--- src/rtl/signed_adder_pipe_if.sv ---
// Handshake and data bundle for signed_adder_pipe.
// slave = the adder's view, master = the producer/consumer's view.
interface signed_adder_pipe_if #(
    parameter int unsigned NUM_LANES = 4,
    parameter int unsigned IN1_WIDTH = 20,
    parameter int unsigned IN2_WIDTH = 32,
    parameter int unsigned OUT_WIDTH = 32
);
    logic                           in_valid;
    logic                           in_ready;
    logic                           sub;
    logic [NUM_LANES*IN1_WIDTH-1:0] a;
    logic [NUM_LANES*IN2_WIDTH-1:0] b;
    logic                           out_valid;
    logic                           out_ready;
    logic [NUM_LANES*OUT_WIDTH-1:0] out;
    logic [NUM_LANES-1:0]           ovf;
    logic                           ovf_sticky;
    logic                           clear_sticky;

    modport slave (
        input  in_valid, sub, a, b, out_ready, clear_sticky,
        output in_ready, out_valid, out, ovf, ovf_sticky
    );

    modport master (
        output in_valid, sub, a, b, out_ready, clear_sticky,
        input  in_ready, out_valid, out, ovf, ovf_sticky
    );
endinterface

--- src/rtl/signed_adder_pipe.sv ---
// Multi-lane signed add/sub with valid/ready pipeline, per-lane overflow and sticky flag.
// Define SIGNED_ADDER_PIPE_SAT_EN to saturate overflowing lanes instead of wrapping.
module signed_adder_pipe #(
    parameter int unsigned NUM_LANES   = 4,
    parameter int unsigned IN1_WIDTH   = 20,
    parameter int unsigned IN2_WIDTH   = 32,
    parameter int unsigned OUT_WIDTH   = 32,
    parameter int unsigned PIPE_STAGES = 2
) (
    input  logic                clk,
    input  logic                reset,
    signed_adder_pipe_if.slave  bus
);
    localparam int unsigned MAXW = (IN1_WIDTH > IN2_WIDTH) ? IN1_WIDTH : IN2_WIDTH;
    localparam int unsigned W    = MAXW + 1;
    localparam int unsigned DW   = NUM_LANES * OUT_WIDTH;

    localparam logic [OUT_WIDTH-1:0] SAT_MIN = OUT_WIDTH'(1) << (OUT_WIDTH - 1);
    localparam logic [OUT_WIDTH-1:0] SAT_MAX = ~SAT_MIN;

    logic [DW-1:0]        res_c;
    logic [NUM_LANES-1:0] ovf_c;
    logic                 adv_c;

    // Per-lane exact W-bit arithmetic and range check against OUT_WIDTH
    for (genvar i = 0; i < int'(NUM_LANES); i++) begin : g_lane
        logic [IN1_WIDTH-1:0] a_l;
        logic [IN2_WIDTH-1:0] b_l;
        logic [W-1:0]         a_x;
        logic [W-1:0]         b_x;
        logic [W-1:0]         sum_l;
        logic [OUT_WIDTH-1:0] lane_res;
        logic                 lane_ovf;

        always_comb begin
            a_l   = bus.a[i*IN1_WIDTH +: IN1_WIDTH];
            b_l   = bus.b[i*IN2_WIDTH +: IN2_WIDTH];
            a_x   = {{(W-IN1_WIDTH){a_l[IN1_WIDTH-1]}}, a_l};
            b_x   = {{(W-IN2_WIDTH){b_l[IN2_WIDTH-1]}}, b_l};
            sum_l = bus.sub ? (a_x - b_x) : (a_x + b_x);
        end

        if (OUT_WIDTH < W) begin : g_narrow
            // Fits iff all bits from the output sign bit upward agree
            logic hi_ok;
            always_comb begin
                hi_ok    = (sum_l[W-1:OUT_WIDTH-1] == '0) || (sum_l[W-1:OUT_WIDTH-1] == '1);
                lane_ovf = ~hi_ok;
`ifdef SIGNED_ADDER_PIPE_SAT_EN
                if (!hi_ok) begin
                    lane_res = sum_l[W-1] ? SAT_MIN : SAT_MAX;
                end else begin
                    lane_res = sum_l[OUT_WIDTH-1:0];
                end
`else
                lane_res = sum_l[OUT_WIDTH-1:0];
`endif
            end
        end else if (OUT_WIDTH == W) begin : g_exact
            always_comb begin
                lane_ovf = 1'b0;
                lane_res = sum_l;
            end
        end else begin : g_wide
            always_comb begin
                lane_ovf = 1'b0;
                lane_res = {{(OUT_WIDTH-W){sum_l[W-1]}}, sum_l};
            end
        end

        assign res_c[i*OUT_WIDTH +: OUT_WIDTH] = lane_res;
        assign ovf_c[i]                        = lane_ovf;
    end

    logic [PIPE_STAGES-1:0] vld_q, vld_d;
    logic [DW-1:0]          dat_q [PIPE_STAGES];
    logic [DW-1:0]          dat_d [PIPE_STAGES];
    logic [NUM_LANES-1:0]   ovf_q [PIPE_STAGES];
    logic [NUM_LANES-1:0]   ovf_d [PIPE_STAGES];
    logic                   sticky_q, sticky_d;

    assign adv_c = bus.out_ready | ~vld_q[PIPE_STAGES-1];

    // Lock-step shift: bubbles travel with the stream, empty stages carry zero data
    always_comb begin
        vld_d = vld_q;
        for (int s = 0; s < int'(PIPE_STAGES); s++) begin
            dat_d[s] = dat_q[s];
            ovf_d[s] = ovf_q[s];
        end
        if (adv_c) begin
            vld_d[0] = bus.in_valid;
            dat_d[0] = bus.in_valid ? res_c : '0;
            ovf_d[0] = bus.in_valid ? ovf_c : '0;
            for (int s = 1; s < int'(PIPE_STAGES); s++) begin
                vld_d[s] = vld_q[s-1];
                dat_d[s] = dat_q[s-1];
                ovf_d[s] = ovf_q[s-1];
            end
        end
    end

    // Set on an overflowing output transfer wins over a same-cycle clear
    always_comb begin
        sticky_d = sticky_q & ~bus.clear_sticky;
        if (vld_q[PIPE_STAGES-1] && bus.out_ready && (ovf_q[PIPE_STAGES-1] != '0)) begin
            sticky_d = 1'b1;
        end
    end

    always_ff @(posedge clk or posedge reset) begin
        if (reset) begin
            vld_q    <= '0;
            sticky_q <= 1'b0;
            for (int s = 0; s < int'(PIPE_STAGES); s++) begin
                dat_q[s] <= '0;
                ovf_q[s] <= '0;
            end
        end else begin
            vld_q    <= vld_d;
            sticky_q <= sticky_d;
            for (int s = 0; s < int'(PIPE_STAGES); s++) begin
                dat_q[s] <= dat_d[s];
                ovf_q[s] <= ovf_d[s];
            end
        end
    end

    assign bus.in_ready   = adv_c;
    assign bus.out_valid  = vld_q[PIPE_STAGES-1];
    assign bus.out        = dat_q[PIPE_STAGES-1];
    assign bus.ovf        = ovf_q[PIPE_STAGES-1];
    assign bus.ovf_sticky = sticky_q;

endmodule
--- src/flat_wrapper.sv ---
// flat-port wrapper written by rule: the top's interface ports become plain ports
module signed_adder_pipe_flat 
#(
    parameter int unsigned NUM_LANES   = 4,
    parameter int unsigned IN1_WIDTH   = 20,
    parameter int unsigned IN2_WIDTH   = 32,
    parameter int unsigned OUT_WIDTH   = 32,
    parameter int unsigned PIPE_STAGES = 2
)
  (clk, reset, bus_in_valid, bus_sub, bus_a, bus_b, bus_out_ready, bus_clear_sticky, bus_in_ready, bus_out_valid, bus_out, bus_ovf, bus_ovf_sticky);
  signed_adder_pipe_if #(.NUM_LANES(NUM_LANES), .IN1_WIDTH(IN1_WIDTH), .IN2_WIDTH(IN2_WIDTH), .OUT_WIDTH(OUT_WIDTH)) bus_i ();
  input  logic clk;
  input  logic reset;
  input wire logic [$bits(bus_i.in_valid)-1:0] bus_in_valid;
  input wire logic [$bits(bus_i.sub)-1:0] bus_sub;
  input wire logic [$bits(bus_i.a)-1:0] bus_a;
  input wire logic [$bits(bus_i.b)-1:0] bus_b;
  input wire logic [$bits(bus_i.out_ready)-1:0] bus_out_ready;
  input wire logic [$bits(bus_i.clear_sticky)-1:0] bus_clear_sticky;
  output wire logic [$bits(bus_i.in_ready)-1:0] bus_in_ready;
  output wire logic [$bits(bus_i.out_valid)-1:0] bus_out_valid;
  output wire logic [$bits(bus_i.out)-1:0] bus_out;
  output wire logic [$bits(bus_i.ovf)-1:0] bus_ovf;
  output wire logic [$bits(bus_i.ovf_sticky)-1:0] bus_ovf_sticky;
  assign bus_i.in_valid = bus_in_valid;
  assign bus_i.sub = bus_sub;
  assign bus_i.a = bus_a;
  assign bus_i.b = bus_b;
  assign bus_i.out_ready = bus_out_ready;
  assign bus_i.clear_sticky = bus_clear_sticky;
  assign bus_in_ready = bus_i.in_ready;
  assign bus_out_valid = bus_i.out_valid;
  assign bus_out = bus_i.out;
  assign bus_ovf = bus_i.ovf;
  assign bus_ovf_sticky = bus_i.ovf_sticky;
  signed_adder_pipe #(.NUM_LANES(NUM_LANES), .IN1_WIDTH(IN1_WIDTH), .IN2_WIDTH(IN2_WIDTH), .OUT_WIDTH(OUT_WIDTH), .PIPE_STAGES(PIPE_STAGES)) u_core (.clk(clk), .reset(reset), .bus(bus_i));
endmodule
--- config.mk ---
export PLATFORM = sky130hd
export DESIGN_NAME = signed_adder_pipe_flat
export DESIGN_NICKNAME = d
export VERILOG_FILES = /design/src/rtl/signed_adder_pipe_if.sv /design/src/rtl/signed_adder_pipe.sv /design/src/flat_wrapper.sv
export SDC_FILE = /design/constraint.sdc
export NUM_CORES = 1
export LEC_CHECK = 0
export CAP_MARGIN = 10
export CORE_ASPECT_RATIO = 0.8
export CORE_MARGIN = 4
export CORE_UTILIZATION = 40
export CTS_CLUSTER_SIZE = 14
export DETAILED_ROUTE_END_ITERATION = 12
export DONT_BUFFER_PORTS = 1
export GPL_ROUTABILITY_DRIVEN = 0
export PLACE_DENSITY_LB_ADDON = 0.1
export SLEW_MARGIN = 20
export SYNTH_ARGS = -nofsm -noshare
export SYNTH_HDL_FRONTEND = slang
export SYNTH_SLANG_ARGS = --single-unit
--- constraint.sdc ---
create_clock -name clk -period 21.2 [get_ports clk]
set_clock_uncertainty 0.2 [all_clocks]
set_input_delay 4.24 -clock clk [delete_from_list [all_inputs] [get_ports clk]]
set_output_delay 4.24 -clock clk [all_outputs]
set_load 0.01 [all_outputs]
---- Word-level counts from Yosys, hierarchy flattened ----
Cells that the tools add are included.
storage, ports and cells
  output and inout port bits .............. 135
  register bits after elaboration ......... 267
cells by class
  bitwise operators ....................... 8
  add/sub/neg operators ................... 8
  equality and inequality tests ........... 4
  mux-type cells .......................... 7
  reduce and logical (&&, ||, !) cells .... 11
operators with widths
  cell                count
  $add 20x32->33      4
  $mux 33             4
  $sub 20x32->33      4
  $mux 128            1
  $eq 2x2->1 const B  4
  $logic_not 2->1     4
  $not 1->1           6
  $logic_or 1x1->1    4
  $mux 4              1
  $reduce_bool 4->1   1
  $logic_and 1x1->1   2
  $and 1x1->1         1
  $mux 1              1
  $or 1x1->1          1

---- Depth between registers and ports, before layout ----
Gate-level depths: netlist of the first run.
  word-level depth ........................ 6
  depth in mapped cells ................... 19
  mapped depth without buffers ............ 19

---- Worst setup path after synthesis of the first run ----
OpenSTA, ideal clock, no wires.
  path kind ............................... input -> output
  start ................................... input bus_out_ready
  end ..................................... output bus_in_ready
  buffers on the path ..................... 3
  setup slack ............................. 11.647 ns
  required time ........................... 16.760 ns
  arrival time ............................ 5.113 ns
  cell stages on the path ................. 5
  cells stage by stage .................... nor2b_1 clkbuf_1 inv_1 clkbuf_1 clkbuf_1
between the ends
  longest elaborated chain between the ends .. 1
RTL lines
  element          line                     text
  start, declared  flat_wrapper.sv:18       input wire logic [$bits(bus_i.out_ready)-1:0] bus_out_ready;
  $or 1x1->1       signed_adder_pipe.sv:82  assign adv_c = bus.out_ready | ~vld_q[PIPE_STAGES-1];
  end, declared    flat_wrapper.sv:20       output wire logic [$bits(bus_i.in_ready)-1:0] bus_in_ready;
No other way between the ends.

---- Worst setup path in the final report of the first run ----
Same ends and word-level chain as after synthesis.

==> summary.txt, run 1 <==
Placed design
  – Placed Instances: 3003
  – Post-DP HPWL: 45170 um
  – I/O Buffers: 0

Floorplan
  – Rows: 73
  – Die Ht: about 210 um
  – Die width: 260.2 um
  – CORE AREA: 0.04996 mm^2
  – Die area: approximately 0.055 mm^2
  – Initial cell density of the core: 40.74%
  – IO Pins: 349

Routing
  – DR vias/cell: 5.537
  – Routed len/inst: ~20 um
  – Pre-antenna DRT Iters: 7
  – Final ANT Viol Nets: 0
  – Post-Route WL: 59850 um
  – DRC violations left: 0
  – Vias: between 15000 and 20000
  – Iter 0 DRT Violations: ~1200

Critical path
  – Worst reg2reg endpoint: u_core.dat_q[182]$_DFFE_PP0P_
  – Startpoint Class: input pin
  – Reg2Reg Setup Slack: 17.51 ns
  – R2R depth: 7
  – Crit path DAT: 5.39 ns
  – CP Capture Type: output port
  – Max FO, Critical Path: 89
  – Crit Path Category: in2out
  – FF-to-FF Start: u_core.vld_q[1]$_DFFE_PP0P_
  – Worst EP required: 16.76 ns

Timing
  – Slew @ Worst Pin: 0.9759 ns
  – Min Hold Slack: 0.2708 ns
  – Fmax: 101.7 MHz
  – RSZ-0062 raised after global routing: no
  – Final Hold Fails: 0
  – Final Max Tran Viols: 0
  – # setup viols final: 0
  – Minimum clock period after layout: around 9.8 ns
  – Fraction of the cycle the final worst path needs: 46.37%
  – Total negative slack: 0 ns
  – Rel. slew slack: a little over a third

Clocking
  – H-tree levels: 1
  – Clock latency on the worst-skew pair: 0.58 ns
  – Hold buffers post-CTS: 0
  – Clk slew on worst S/H paths: 0.06 ns
  – Postcts setup bufs: 0
  – Sinks on the clock net: 267
  – Clk buf depth: 3
  – CTS tree: built
  – Post-cts gate resize count: 0
  – CTS Buf Count: 30
  – Root buf cell: clkbuf_16

Global route
  – GR Util All Layers: 21.40%
  – Global-route wire length before repair: 94790 um
  – Initial antenna violation count: 1
  – Pin count of the biggest net entering global routing: 118
  – Number of global-route vias before repair: 16280
  – Overflow after GRT: 0

Synth
  – FF+latch count, synth: between 200 and 300
  – Top FF cell, synth: dfrtp_1
  – Syn Nets: just under 3000
  – Yosys top cell area share: between 30% and 40%
  – Asr flop ratio synth: 100.0%
  – Post-Syn Area: ~0.020 mm^2
  – Syn. warnings: 0
  – Post-synthesis cell type count: 83
  – Syn_area_per_cell: around 8 um^2
  – Synth top area cells: dfrtp_1 (33%), nand2_1 (11%), ha_1 (8.1%)
  – Gate Count Post-Synth: approximately 2600
  – Sequential share of the synthesized area: between 30% and 40%
  – Number of flops mapped to enable cells by yosys: 0
  – Area leader, netlist: dfrtp_1

Power and ir drop
  – Pleak: 9.641 nW
  – Design Power: 0.001810 W
  – VDD IR max: 0.00006197 V
  – Pwr Density: 86.51 mW/mm^2

Cells and area
  – Synth-to-layout area growth: 2.822%
  – Fraction of layout instances using a drive strength above 1: 3.945%
  – Final Net Count: 2710
  – Utilization after layout: 41.89%
  – Post-Layout Cell Count: 3058
  – Number of diodes: 0
  – # fillers: between 5000 and 6000

Run
  – Max Cap Viol: 0

Worst hold path
  – Path type of the worst min-delay path: reg2reg
  – Worst hold start: u_core.dat_q[181]$_DFFE_PP0P_
  – Worst Hold End: u_core.bus.out[53]$_DFFE_PP0P_
  – Worst hold stages: 2

Status
  – Outcome: finished clean
==> through the flow <==
stage	area [um^2]	worst slack [ns]
6_report	20930	11.37
2_1_floorplan	20350	9.406
4_1_cts	20930	11.36
3_3_place_gp	19950	11.39
5_1_grt	20930	11.26
3_5_place_dp	19950	11.36
==> worst max-delay path: stages <==
cell and delay, ns:
nor2b_4 0.07, buf_4 0.74, inv_4 0.31
==> flip-flops by register name (all words and copies together), names as in the netlist <==
name                   flops
u_core.vld_q               2
u_core.ovf_q               4
u_core.bus.ovf             4
u_core.bus.out           128
u_core.dat_q             128
u_core.bus.ovf_sticky      1
==> worst max-delay path by stage <==
stage,slack [ns],end,cells past startpoint,startpoint
after global routing,11.26,bus_in_ready,3,bus_out_ready
after CTS,11.36,bus_in_ready,3,bus_out_ready
after detailed placement,11.36,bus_in_ready,3,bus_out_ready
after floorplan,9.41,u_core.bus.out[0]$_DFFE_PP0P_,1,reset
final,11.37,bus_in_ready,3,bus_out_ready
after global placement,11.39,bus_in_ready,3,bus_out_ready
==> cell usage after synthesis (all sizes together) (13+ instances only) <==
cell type / n
clkbuf: 94
o31ai: 33
o21ai: 174
nor2: 137
nor3: 48
nand2b: 18
nand3: 24
nand4: 23
ha: 132
nor2b: 20
o21bai: 24
nor4: 26
inv: 68
buf: 142
a211oi: 13
xnor2: 169
xor2: 55
and3: 20
a31oi: 29
o21a: 18
a21o: 59
a21oi: 175
dfrtp: 267
and2: 13
nand2: 607
==> kinds of logic (layout without fill, tap and decap cells) <==
family                   after synthesis  after routing  synth area share [%]
AND/OR/NAND/NOR                      982            982                 20.99
AO/OA/AOI/OAI                        628            628                 19.39
buffers and inverters                304            137                 8.047
adder cells (fa/ha/maj)              136            136                 8.508
XOR/XNOR                             226            226                 9.860
multiplexers                           7              7                0.3750
flip-flops                           267            267                 32.83
==> cells in the final DEF (no fill, tap or decap), types with 6 or more instances in the layout <==
master	Yosys	layout
nor2b_1	20	19
o21a_1	18	18
buf_4	132	14
a21boi_0	7	7
nor3_1	48	48
or3_1	9	9
xor2_1	55	55
a21o_1	59	59
a31o_2	7	7
o21ai_0	172	172
and3_1	20	20
o41ai_1	8	8
ha_1	132	132
clkbuf_1	94	7
clkbuf_16	0	31
nand3_1	24	24
nand2b_1	18	18
o21bai_1	24	24
nor2_1	137	136
a21oi_1	174	174
a32o_1	6	6
and2_1	12	12
o31ai_1	33	33
xnor2_1	169	169
or4_1	6	6
nand4_1	23	23
nor4_1	26	26
inv_1	68	66
a211oi_1	13	13
clkinv_2	0	6
a22o_1	11	11
nand2_1	607	606
o211ai_1	11	11
dfrtp_1	267	267
a31oi_1	29	29
o31a_1	6	6
==> area by class of cell <==
class | instances | area (um^2) | share of cell area, %
repair buffers | 14 | 105.1 | 0.5022
multi-input cells | 1979 | 12050 | 57.59
clock buffers | 41 | 843.3 | 4.030
clock inverters | 14 | 136.4 | 0.6517
inverters | 68 | 265.3 | 1.267
well taps | 675 | 844.6 | 4.036
flip-flops and latches | 267 | 6681 | 31.93
==> power by group <==
| group | switching [W] | internal (W) |
|---|---|---|
| combinational | 0.000318 | 0.000218 |
| sequential | 0.000119 | 0.000627 |
| clock | 0.000226 | 0.000302 |
| total | 0.000663 | 0.00115 |
==> layer usage <==
metal	GRT usage [%]	vias up	part of all wire, %	wire length [um]
met5	0	-	0.013	8
met1	30.46	8102	47	27870
met3	5.706	58	7.5	4483
met2	33.19	449	44	26410
met4	3.682	2	1.8	1083
li1	-	8321	-	-
(Power assumes the default switching activity.)
==> run 2: changes to the inputs <==
Clock period 21.2 ns to 8.34 ns, I/O delays scaled along.
==> run 2 against run 1 <==
Against the previous run:
- routed wire length is essentially flat
- sequential cell count did not move
- first-iteration DRC count rose by 4.7%
- combinational power rose to 2.6 times the previous value
- register-to-register slack worse by 13 ns
- sequential share of layout area is essentially flat
- total power grew to 2.5 times the previous value
- largest power group unchanged
==> summary.txt, run 2 (synthesis results as in run 1) <==
Status
  – Outcome: finished clean

Timing
  – Rel. slew slack: 30.23%
  – Final Hold Fails: 0
  – Fmax: approximately 160 MHz
  – Minimum clock period after layout: roughly 6.3 ns
  – # setup viols final: 0
  – Total negative slack: 0 ns
  – Final Max Tran Viols: 0
  – RSZ-0062 raised after global routing: no
  – Slew @ Worst Pin: 1.047 ns
  – Min Hold Slack: roughly 0.27 ns
  – Fraction of the cycle the final worst path needs: roughly three quarters

Global route
  – Number of global-route vias before repair: 16460
  – Initial antenna violation count: 0
  – Pin count of the biggest net entering global routing: 187
  – Overflow after GRT: 0
  – Global-route wire length before repair: 94450 um
  – GR Util All Layers: 21.28%

Routing
  – Pre-antenna DRT Iters: 5
  – Post-Route WL: 59890 um
  – DR vias/cell: 5.517
  – Vias: about 17000
  – DRC violations left: 0
  – Routed len/inst: 19.59 um
  – Final ANT Viol Nets: 0
  – Iter 0 DRT Violations: roughly 1200

Critical path
  – Crit Path Category: in2reg
  – Worst EP required: roughly 8.6 ns
  – Crit path DAT: around 6.6 ns
  – CP Capture Type: flip-flop
  – Startpoint Class: input pin
  – Max FO, Critical Path: 7

Cells and area
  – Most frequent cells in the layout: nand2_1 (606), dfrtp_1 (267), a21oi_1 (174), o21ai_0 (172), xnor2_1 (169)
  – Final instance area: 0.02093 mm^2
  – Post-Layout Cell Count: roughly 3000
  – Most common cell after layout, fill and taps aside: nand2_1
  – Sequential Area: 0.006681 mm^2
  – Final Net Count: ~2700
  – Number of diodes: 0
  – Fraction of layout instances using a drive strength above 1: 3.903%
  – Synth-to-layout area growth: 2.828%
  – Utilization after layout: 41.89%
  – Area of the multi-input gates: 0.01205 mm^2
  – # fillers: 5205

Worst hold path
  – Path type of the worst min-delay path: reg2reg

Clocking
  – Sinks on the clock net: 267
  – CTS Buf Count: 31
  – CTS tree: built
  – H-tree levels: 1
  – Clk buf depth: 3
  – Clk slew on worst S/H paths: 0.07 ns
  – Postcts setup bufs: 0
  – Clock latency on the worst-skew pair: 0.57 ns
  – Post-cts gate resize count: 0
  – Root buf cell: clkbuf_16
  – Hold buffers post-CTS: 0

Placed design
  – Placed Instances: between 3000 and 4000
  – Post-DP Area: roughly 0.02 mm^2
  – Post-DP HPWL: about 45000 um
  – I/O Buffers: 0

Floorplan
  – IO Pins: 349
  – Die width: 260.2 um
  – Rows: 73
  – Die area: 0.05458 mm^2
  – CORE AREA: about 0.050 mm^2
  – Die Ht: approximately 210 um
  – Initial cell density of the core: 40.74%

Power and ir drop
  – Pleak: 9.617 nW
  – Pwr Density: 219.1 mW/mm^2
  – VDD IR max: 0.0001639 V

Run
  – Max Cap Viol: 0
## run 2: cell types whose count changed in the layout (fill, tap and decap cells not counted), sizes merged
cell / change
buf: -2
clkbuf: +1
clkinvlp: +4
clkinv: -2
bufinv: -1
## run 2: per-layer routing
metal / vias up / track usage [%] / part of all wire (%)
met5: - / 0 / 0
met4: 0 / 3.293 / 1.8
met3: 62 / 5.163 / 6.8
met2: 430 / 33.36 / 44
met1: 8065 / 30.47 / 48
li1: 8313 / - / -
## run 2: per-stage QoR
stage                     total power [W]  setup WS [ns]
final                            0.004585          2.000
after detailed placement         0.003292          1.515
after floorplan                  0.003121          2.193
after global routing             0.004913          1.649
after CTS                        0.004649          2.074
after global placement           0.003269          1.551
## run 2: layout make-up
cell class / instances / area share, %
multi-input combinational: 1979 / 57.58
clock inverter: 15 / 0.6098
inverter: 68 / 1.249
tap: 675 / 4.035
timing repair buffer: 12 / 0.5500
sequential: 267 / 31.92
clock buffer: 42 / 4.047
## run 2: worst paths after layout
check                                       startpoint                             end  slack [ns]  depth (start not counted)
max                                          bus_b[37]     u_core.ovf_q[5]$_DFFE_PP0P_        2.00                         18
min                        u_core.vld_q[0]$_DFFE_PP0P_     u_core.vld_q[1]$_DFFE_PP0P_        0.27                          1
max reg2reg                u_core.vld_q[1]$_DFFE_PP0P_   u_core.dat_q[182]$_DFFE_PP0P_        4.88                          7
min reg2reg                u_core.vld_q[0]$_DFFE_PP0P_     u_core.vld_q[1]$_DFFE_PP0P_        0.27                          1
max in group asynchronous                        reset   u_core.dat_q[135]$_DFFE_PP0P_        5.26                          3
min in group asynchronous                        reset  u_core.bus.out[22]$_DFFE_PP0P_        0.74                          1
## run 2: critical path, cell delays in order
cell and delay, ns:
or4_4 0.53, nor4b_2 0.34, nor3b_1 0.34, and3b_1 0.35, nand2_1 0.10, nor4_1 0.41, a21oi_1 0.18, xnor2_1 0.17
ha_1 0.38, nand2_1 0.12, o21ai_0 0.28, a21oi_1 0.07, o21ai_0 0.37, mux2_2 0.38, a31o_2 0.23, nor4_1 0.37
o211ai_1 0.15, o311ai_1 0.14
## run 2: report_power, final
| part | internal (W) | switching, W | leakage [nW] |
|---|---|---|---|
| Combinational | 0.000556 | 0.000810 | 5.70 |
| Clock | 0.000744 | 0.000580 | 0.453 |
| Sequential | 0.00159 | 0.000301 | 3.46 |
| Total | 0.00289 | 0.00169 | 9.62 |
